===== src/rtl/tile_job_feeder_pkg.sv =====
// Shared definitions for the tile job feeder: word-type codes carried on the
// manager fifo port and a helper to classify host field types.
package tile_job_feeder_pkg;

  localparam logic [2:0] WT_ADDR  = 3'd0;
  localparam logic [2:0] WT_ZOOM  = 3'd1;
  localparam logic [2:0] WT_REAL  = 3'd2;
  localparam logic [2:0] WT_IMAG  = 3'd3;
  localparam logic [2:0] WT_START = 3'd4;

  // True for host field types that address slot storage (addr, zoom, limbs).
  function automatic logic is_field_type(input logic [2:0] t);
    return (t <= WT_IMAG);
  endfunction

endpackage


===== src/rtl/tile_job_slot.sv =====
// One job buffer: address, zoom and the real/imag limb arrays. Contents are
// deliberately not reset; a slot is only read after the host committed it.
module tile_job_slot
  import tile_job_feeder_pkg::*;
#(
  parameter int NUM_LIMBS       = 4,
  parameter int LIMB_INDEX_BITS = 6,
  parameter int LIMB_SIZE_BITS  = 27
)(
  input  logic                       clock,
  input  logic                       wr_en,
  input  logic [2:0]                 wr_type,
  input  logic [LIMB_INDEX_BITS-1:0] wr_limb,
  input  logic [31:0]                wr_data,
  input  logic                       rd_imag,
  input  logic [LIMB_INDEX_BITS-1:0] rd_limb,
  output logic [31:0]                addr,
  output logic [31:0]                zoom,
  output logic [LIMB_SIZE_BITS-1:0]  rd_data
);

  logic [31:0]               addr_r;
  logic [31:0]               zoom_r;
  logic [LIMB_SIZE_BITS-1:0] real_r [NUM_LIMBS];
  logic [LIMB_SIZE_BITS-1:0] imag_r [NUM_LIMBS];

  // Field write port; the caller has already filtered illegal accesses.
  always_ff @(posedge clock) begin
    if (wr_en) begin
      case (wr_type)
        WT_ADDR: addr_r <= wr_data;
        WT_ZOOM: zoom_r <= wr_data;
        WT_REAL: begin
          for (int i = 0; i < NUM_LIMBS; i++) begin
            if (wr_limb == LIMB_INDEX_BITS'(i)) begin
              real_r[i] <= wr_data[LIMB_SIZE_BITS-1:0];
            end
          end
        end
        WT_IMAG: begin
          for (int i = 0; i < NUM_LIMBS; i++) begin
            if (wr_limb == LIMB_INDEX_BITS'(i)) begin
              imag_r[i] <= wr_data[LIMB_SIZE_BITS-1:0];
            end
          end
        end
        default: ;
      endcase
    end
  end

  // Combinational limb read selected by coordinate and index.
  always_comb begin
    rd_data = '0;
    for (int i = 0; i < NUM_LIMBS; i++) begin
      if (rd_limb == LIMB_INDEX_BITS'(i)) begin
        rd_data = rd_imag ? imag_r[i] : real_r[i];
      end else begin
        rd_data = rd_data;
      end
    end
  end

  assign addr = addr_r;
  assign zoom = zoom_r;

endmodule


===== src/rtl/tile_job_feeder.sv =====
// Double-buffered job sequencer: the host fills one slot while the other is
// streamed to the solver manager as typed words ending with a start word.
module tile_job_feeder
  import tile_job_feeder_pkg::*;
#(
  parameter int NUM_LIMBS       = 4,
  parameter int LIMB_INDEX_BITS = 6,
  parameter int LIMB_SIZE_BITS  = 27
)(
  input  logic                       clock,
  input  logic                       reset_n,
  input  logic                       host_wr_en,
  input  logic [2:0]                 host_wr_type,
  input  logic [LIMB_INDEX_BITS-1:0] host_wr_limb,
  input  logic [31:0]                host_wr_data,
  input  logic                       host_commit,
  input  logic                       host_err_clr,
  output logic                       host_slot_free,
  output logic                       host_error,
  output logic                       fifo_valid,
  output logic [2:0]                 fifo_data_type,
  output logic [31:0]                fifo_data,
  input  logic                       fifo_ready,
  output logic                       busy,
  output logic [15:0]                jobs_issued
);

  typedef enum logic [2:0] {
    ST_IDLE  = 3'd0, ST_ADDR = 3'd1, ST_ZOOM = 3'd2, ST_REAL = 3'd3,
    ST_IMAG  = 3'd4, ST_START = 3'd5, ST_GAP = 3'd6
  } state_t;

  state_t                     state_r, state_s;
  logic [LIMB_INDEX_BITS-1:0] limb_cnt_r, limb_cnt_s;
  logic [1:0]                 full_r, full_s;
  logic                       load_ptr_r, load_ptr_s, issue_ptr_r, issue_ptr_s;
  logic                       fifo_valid_r, fifo_valid_s;
  logic [2:0]                 fifo_type_r, fifo_type_s;
  logic [31:0]                fifo_data_r, fifo_data_s;
  logic                       host_error_r, host_error_s;
  logic [15:0]                jobs_r, jobs_s;
  logic                       gap_s, slot_free_s, legal_s, wr_ok_s, commit_ok_s, err_event_s;
  logic                       xfer_s, limb_last_s, rd_sel_s, rd_imag_s;
  logic [LIMB_INDEX_BITS-1:0] rd_limb_s;
  logic [31:0]                slot_addr_s [2];
  logic [31:0]                slot_zoom_s [2];
  logic [LIMB_SIZE_BITS-1:0]  slot_limb_s [2];
  logic [31:0]                sel_addr_s, sel_zoom_s, sel_limb_s;

  for (genvar g = 0; g < 2; g++) begin : g_slot
    tile_job_slot #(
      .NUM_LIMBS(NUM_LIMBS), .LIMB_INDEX_BITS(LIMB_INDEX_BITS), .LIMB_SIZE_BITS(LIMB_SIZE_BITS)
    ) u_slot (
      .clock(clock), .wr_en(wr_ok_s && (load_ptr_r == 1'(g))), .wr_type(host_wr_type),
      .wr_limb(host_wr_limb), .wr_data(host_wr_data), .rd_imag(rd_imag_s), .rd_limb(rd_limb_s),
      .addr(slot_addr_s[g]), .zoom(slot_zoom_s[g]), .rd_data(slot_limb_s[g])
    );
  end

  // Host access qualification and slot/pointer bookkeeping. A GAP free of the
  // load slot makes it available in the same cycle, so a commit then re-fills it.
  always_comb begin
    gap_s       = (state_r == ST_GAP);
    slot_free_s = ~full_r[load_ptr_r] | (gap_s & (issue_ptr_r == load_ptr_r));
    legal_s     = is_field_type(host_wr_type) &
                  ((host_wr_type < WT_REAL) | (32'(host_wr_limb) < NUM_LIMBS));
    wr_ok_s     = host_wr_en & slot_free_s & legal_s;
    commit_ok_s = host_commit & slot_free_s;
    err_event_s = (host_wr_en & ~wr_ok_s) | (host_commit & ~slot_free_s);
    full_s      = full_r;
    load_ptr_s  = load_ptr_r;
    issue_ptr_s = issue_ptr_r;
    jobs_s      = jobs_r;
    if (gap_s) begin
      full_s[issue_ptr_r] = 1'b0;
      issue_ptr_s         = ~issue_ptr_r;
      jobs_s              = jobs_r + 16'd1;
    end else begin
      issue_ptr_s = issue_ptr_r;
    end
    if (commit_ok_s) begin
      full_s[load_ptr_r] = 1'b1;
      load_ptr_s         = ~load_ptr_r;
    end else begin
      load_ptr_s = load_ptr_r;
    end
    if (err_event_s) begin
      host_error_s = 1'b1;
    end else if (host_err_clr) begin
      host_error_s = 1'b0;
    end else begin
      host_error_s = host_error_r;
    end
  end

  // Read address for the word loaded on the next transfer; in GAP the next
  // job comes from the other slot.
  always_comb begin
    limb_last_s = (limb_cnt_r == LIMB_INDEX_BITS'(NUM_LIMBS - 1));
    rd_sel_s    = gap_s ? ~issue_ptr_r : issue_ptr_r;
    rd_imag_s   = 1'b0;
    rd_limb_s   = '0;
    case (state_r)
      ST_REAL: begin
        rd_imag_s = limb_last_s;
        rd_limb_s = limb_last_s ? '0 : limb_cnt_r + LIMB_INDEX_BITS'(1);
      end
      ST_IMAG: begin
        rd_imag_s = 1'b1;
        rd_limb_s = limb_cnt_r + LIMB_INDEX_BITS'(1);
      end
      default: begin
        rd_imag_s = 1'b0;
        rd_limb_s = '0;
      end
    endcase
    sel_addr_s = slot_addr_s[rd_sel_s];
    sel_zoom_s = slot_zoom_s[rd_sel_s];
    sel_limb_s = 32'(slot_limb_s[rd_sel_s]);
  end

  // Sequencer next state and next registered fifo word; words hold while stalled.
  always_comb begin
    xfer_s       = fifo_valid_r & fifo_ready;
    state_s      = state_r;
    limb_cnt_s   = limb_cnt_r;
    fifo_valid_s = fifo_valid_r;
    fifo_type_s  = fifo_type_r;
    fifo_data_s  = fifo_data_r;
    case (state_r)
      ST_IDLE, ST_GAP: begin
        if (full_r[rd_sel_s]) begin
          state_s      = ST_ADDR;
          fifo_valid_s = 1'b1;
          fifo_type_s  = WT_ADDR;
          fifo_data_s  = sel_addr_s;
        end else begin
          state_s      = ST_IDLE;
          fifo_valid_s = 1'b0;
        end
      end
      ST_ADDR: begin
        if (xfer_s) begin
          state_s     = ST_ZOOM;
          fifo_type_s = WT_ZOOM;
          fifo_data_s = sel_zoom_s;
        end else begin
          state_s = ST_ADDR;
        end
      end
      ST_ZOOM: begin
        if (xfer_s) begin
          state_s     = ST_REAL;
          limb_cnt_s  = '0;
          fifo_type_s = WT_REAL;
          fifo_data_s = sel_limb_s;
        end else begin
          state_s = ST_ZOOM;
        end
      end
      ST_REAL: begin
        if (xfer_s && limb_last_s) begin
          state_s     = ST_IMAG;
          limb_cnt_s  = '0;
          fifo_type_s = WT_IMAG;
          fifo_data_s = sel_limb_s;
        end else if (xfer_s) begin
          limb_cnt_s  = limb_cnt_r + LIMB_INDEX_BITS'(1);
          fifo_data_s = sel_limb_s;
        end else begin
          state_s = ST_REAL;
        end
      end
      ST_IMAG: begin
        if (xfer_s && limb_last_s) begin
          state_s     = ST_START;
          fifo_type_s = WT_START;
          fifo_data_s = 32'd0;
        end else if (xfer_s) begin
          limb_cnt_s  = limb_cnt_r + LIMB_INDEX_BITS'(1);
          fifo_data_s = sel_limb_s;
        end else begin
          state_s = ST_IMAG;
        end
      end
      ST_START: begin
        if (xfer_s) begin
          state_s      = ST_GAP;
          fifo_valid_s = 1'b0;
        end else begin
          state_s = ST_START;
        end
      end
      default: begin
        state_s      = ST_IDLE;
        fifo_valid_s = 1'b0;
      end
    endcase
  end

  // State, bookkeeping and output registers.
  always_ff @(posedge clock or negedge reset_n) begin
    if (!reset_n) begin
      state_r      <= ST_IDLE;
      limb_cnt_r   <= '0;
      full_r       <= 2'b00;
      load_ptr_r   <= 1'b0;
      issue_ptr_r  <= 1'b0;
      fifo_valid_r <= 1'b0;
      fifo_type_r  <= 3'd0;
      fifo_data_r  <= 32'd0;
      host_error_r <= 1'b0;
      jobs_r       <= 16'd0;
    end else begin
      state_r      <= state_s;
      limb_cnt_r   <= limb_cnt_s;
      full_r       <= full_s;
      load_ptr_r   <= load_ptr_s;
      issue_ptr_r  <= issue_ptr_s;
      fifo_valid_r <= fifo_valid_s;
      fifo_type_r  <= fifo_type_s;
      fifo_data_r  <= fifo_data_s;
      host_error_r <= host_error_s;
      jobs_r       <= jobs_s;
    end
  end

  assign host_slot_free = slot_free_s;
  assign host_error     = host_error_r;
  assign fifo_valid     = fifo_valid_r;
  assign fifo_data_type = fifo_type_r;
  assign fifo_data      = fifo_data_r;
  assign busy           = (state_r != ST_IDLE) | (|full_r);
  assign jobs_issued    = jobs_r;

endmodule


===== config.mk =====
export PLATFORM = sky130hd
export DESIGN_NAME = tile_job_feeder
export DESIGN_NICKNAME = d
export VERILOG_FILES = /design/src/rtl/tile_job_feeder_pkg.sv /design/src/rtl/tile_job_slot.sv /design/src/rtl/tile_job_feeder.sv
export SDC_FILE = /design/constraint.sdc
export NUM_CORES = 1
export LEC_CHECK = 0
export BUFFER_PORTS_ARGS = -buffer_cell sky130_fd_sc_hd__buf_4
export CAP_MARGIN = 20
export CORE_AREA = 2 2 295 297
export DETAILED_ROUTE_END_ITERATION = 7
export DIE_AREA = 0 0 297 299
export HOLD_SLACK_MARGIN = 0.15
export PLACE_DENSITY = 0.48
export SLEW_MARGIN = 5
export SYNTH_ARGS = -nofsm -noshare
export SYNTH_HDL_FRONTEND = slang
export SYNTH_SLANG_ARGS = --single-unit

===== constraint.sdc =====
create_clock -name clock -period 7.1 [get_ports clock]
set_input_delay 0.71 -clock clock [delete_from_list [all_inputs] [get_ports clock]]
set_output_delay 0.71 -clock clock [all_outputs]
set_load 0.1 [all_outputs]

==> impl_results.md <==
- Status: finished clean
- VDD IR max: 0.000162 V
- Vias in the first global route: 15800
- Clock Pin Slew Worst Setup and Hold Paths: 0.06 ns
- Pwr Density: 255 nW/µm²
- Setup TNS Final: 0 ns
- # setup viols final: 0
- Synth warn: 0
- Share of layout cells above drive strength 1: 0.161
- Detailed Routing Iterations Pass 1: 5
- Nets: 1836
- Placeable Area: 85900 µm²
- Top Layer Used: met5
- Slew headroom: 0.280
- Cell Rows: 108
- Wl on met1: 34000 µm
- Sequential share of power: 0.523
- Largest net degree at the start of global routing: 89
- Placed instance area: 27800 µm²
- Syn nets: 1725
- Fill cell count: 8214
- Syn Std Cell Area: 25500 µm²
- Sw Ratio: 0.196
- IO Count: 102
- Reg2reg start: state_r[2]
- Hold Fails Final Rpt: 0
- Clk_lat worst skew: 0.62 ns
- Total number of vias: 15700
- RSZ-0062 raised after global routing: false
- Area Growth Syn to Fin: 18.3%
- CTS root buffer: clkbuf_16
- Crit-path max FO: 43
- Clock power share: 0.466
- CP Data Arrival Time: 4.58 ns
- Area of the multi-input gates: 6740 µm²
- Fmax: 244 MHz
- Worst Hold Class: in2reg
- Comb pwr share: 0.011
- Clock tree from TritonCTS: done
- Die W: 297 µm
- Die span in y: 299 µm
- Primary FF master, synth: edfxtp_1
- GP Congestion: 0.757
- Routed wl met3: 4200 µm
- Total wire length: 74400 µm
- Crit path launch: state_r[2]
- Final Skew: 0.0224 ns
- Critical path class: reg2reg
- Vias per cell: 5.25
- Initial DRC Count: 1285
- Tightest Pin Transition: 1.08 ns
- Wire per inst: 24.8 µm
- CTS sink cnt: 626
- CP Capture Point: fifo_data[26]
- CTS buffer count: 69
- Synth Instances: 1674
- Max-cap viol count: 0
- Post-synthesis sequential area ratio: 0.725
- Fraction of the cycle the final worst path needs: 0.578
- Synthesized area per cell: 15.2 µm²
- Met2 WL: 34000 µm
- GRT Total Usage: 0.166
- Sequential Area: 18500 µm²
- Post-synth EDFFs: 560
- Unique masters post-synth: 63
- Detail Route Antenna Nets: 0
- Reg2Reg Capture Point: fifo_data[26]
- Number of diodes: 0
- Initial Utilization: 0.297
- Die ar.: 88800 µm²
- Worst EP required: 7.58 ns
- Total internal power: 6170 µW
- Longest Clk Path Bufs: 3
- Clock period minus worst slack: 4.11 ns
- Synth async-reset ratio: 0.105
- H-tree Lvls: 3
- Type of destination of the critical path: register
- Grt total ovfl: 0
- First-pass GRT wire length: 109000 µm
- Slew Viols, Final: 0
- Yosys reg bits: 626
- R2R Setup Slk: 2.99 ns
- Post-CTS Setup Inserts: 0
- Final Cell Area: 30100 µm²
- Crit start category: register
- Static leakage: 0.0111 µW
- Post-route DRC: 0
- Number of I/O port buffers: 101
- Initial antenna violation count: 1
- Psw: 1510 µW
- HPWL after detailed placement: 41400 µm
- Worst R2R Path Depth: 9
kinds of logic after synthesis:
logic type                 share of synthesized area
DFF                                            0.725
xor gates and xnor gates                     0.00722
muxes                                         0.0772
adders and majority gates                    0.00196
and+or+nand+nor                               0.0636
buffers and inverters                         0.0207
AOI/OAI and AO/OA                              0.105
per-layer routing:
metal,up-vias,GRT usage
met2,500,0.265
met3,141,0.0315
met1,8161,0.228
li1,6906,-
met4,2,0.0509
met5,-,0
layout make-up:
cell class | count | share of cell area
multi-input combinational | 933 | 0.224
sequential | 626 | 0.613
clock buffer | 99 | 0.0661
timing repair buffer | 148 | 0.0398
tap | 1155 | 0.0479
clock inverter | 26 | 0.00905
inverter | 7 | 0.000872
stage by stage:
| step | setup slack [ns] | hold slack, ns | utilization | std cells | total power [µW] |
|---|---|---|---|---|---|
| after floorplan | 2.96 | 0.414 | - | 1674 | 4100 |
| after global placement | 2.99 | 0.470 | 0.323 | 2863 | 4170 |
| after detailed placement | 2.95 | 0.474 | 0.324 | 2866 | 4170 |
| after CTS | 2.94 | 0.256 | 0.350 | 2992 | 7750 |
| after global routing | 2.56 | 0.273 | 0.351 | 2994 | 7900 |
| final | 2.99 | 0.295 | 0.351 | 2994 | 7670 |
state kept, by name (all words and copies together) (netlist names), 2 cells and up:
| name | count |
|---|---|
| g_slot.u_slot.zoom | 64 |
| fifo_data_type | 3 |
| g_slot.u_slot.imag_r | 216 |
| jobs_issued | 16 |
| limb_cnt_r | 6 |
| g_slot.u_slot.real_r | 216 |
| full_r | 2 |
| state_r | 3 |
| fifo_data | 32 |
| g_slot.u_slot.addr | 64 |
worst min path at each step:
stage / depth (start not counted) / slack [ns] / to / start
global route: 2 / 0.27 / host_error / host_err_clr
global placement: 1 / 0.47 / jobs_issued[15] / jobs_issued[15]
finish: 2 / 0.29 / host_error / host_err_clr
detailed placement: 1 / 0.47 / jobs_issued[15] / jobs_issued[15]
floorplan: 0 / 0.41 / fifo_data[0] / reset_n
CTS: 2 / 0.26 / host_error / host_err_clr
synthesized netlist by cell type (8+ instances only):
cell type | instances | area share
edfxtp_1 | 560 | 0.66
mux2i_1 | 192 | 0.075
nand2_1 | 168 | 0.025
clkbuf_1 | 68 | 0.010
dfrtp_1 | 66 | 0.065
o21ai_0 | 64 | 0.013
o22ai_1 | 64 | 0.016
a22o_1 | 57 | 0.020
nor2_1 | 55 | 0.0081
nor3_1 | 35 | 0.0069
a211oi_1 | 34 | 0.010
a311oi_1 | 32 | 0.011
buf_2 | 28 | 0.0055
a221oi_1 | 27 | 0.0093
o221ai_1 | 27 | 0.0093
nand3_1 | 26 | 0.0051
nor4_1 | 20 | 0.0049
xnor2_1 | 18 | 0.0062
a21oi_1 | 15 | 0.0029
a2111oi_1 | 12 | 0.0047
and3_1 | 9 | 0.0022
a2111oi_0 | 8 | 0.0027
what timing repair did:
action | 4_1_cts | 5_1_grt
hold buffers | 1 | 0
resized for setup | 0 | 0
endpoints found under the hold margin | 27 | 0
critical path, cell delays in order (launching register included):
cell,delay [ns]
dfrtp_1,0.70
inv_1,0.25
nor3_1,0.71
xnor2_2,0.19
buf_4,0.58
inv_2,0.56
a221oi_1,0.37
o221ai_1,0.16
o21ai_0,0.30
o21ai_0,0.13
cells in the final DEF (no fill, tap or decap), types with 8 or more instances in the layout:
master,synthesis,layout
edfxtp_1,560,560
nand3_1,26,25
clkinv_1,0,10
a21oi_1,15,14
o22ai_1,64,63
a22o_1,57,57
nor4_1,20,20
clkbuf_1,68,18
a221oi_1,27,27
nor2_4,0,12
a211oi_1,34,34
o221ai_1,27,27
a2111oi_0,8,8
dfrtp_1,66,66
mux2i_1,192,192
o21ai_0,64,64
clkbuf_16,0,72
clkbuf_8,0,9
nand2_1,168,168
xnor2_1,18,16
buf_4,4,141
a2111oi_1,12,12
nor2_1,55,42
a311oi_1,32,32
nor3_1,35,31
power groups by stage:
| stage | clock [µW] | sequential [µW] | combinational [µW] |
|---|---|---|---|
| CTS | 3660 | 4010 | 83.8 |
| global placement | 0 | 4090 | 78.9 |
| global route | 3800 | 4010 | 91.4 |
| detailed placement | 0 | 4090 | 83.4 |
| floorplan | 0 | 4090 | 2.59 |
| finish | 3580 | 4010 | 82.5 |
Note: power is estimated with default switching activity, not from simulation.
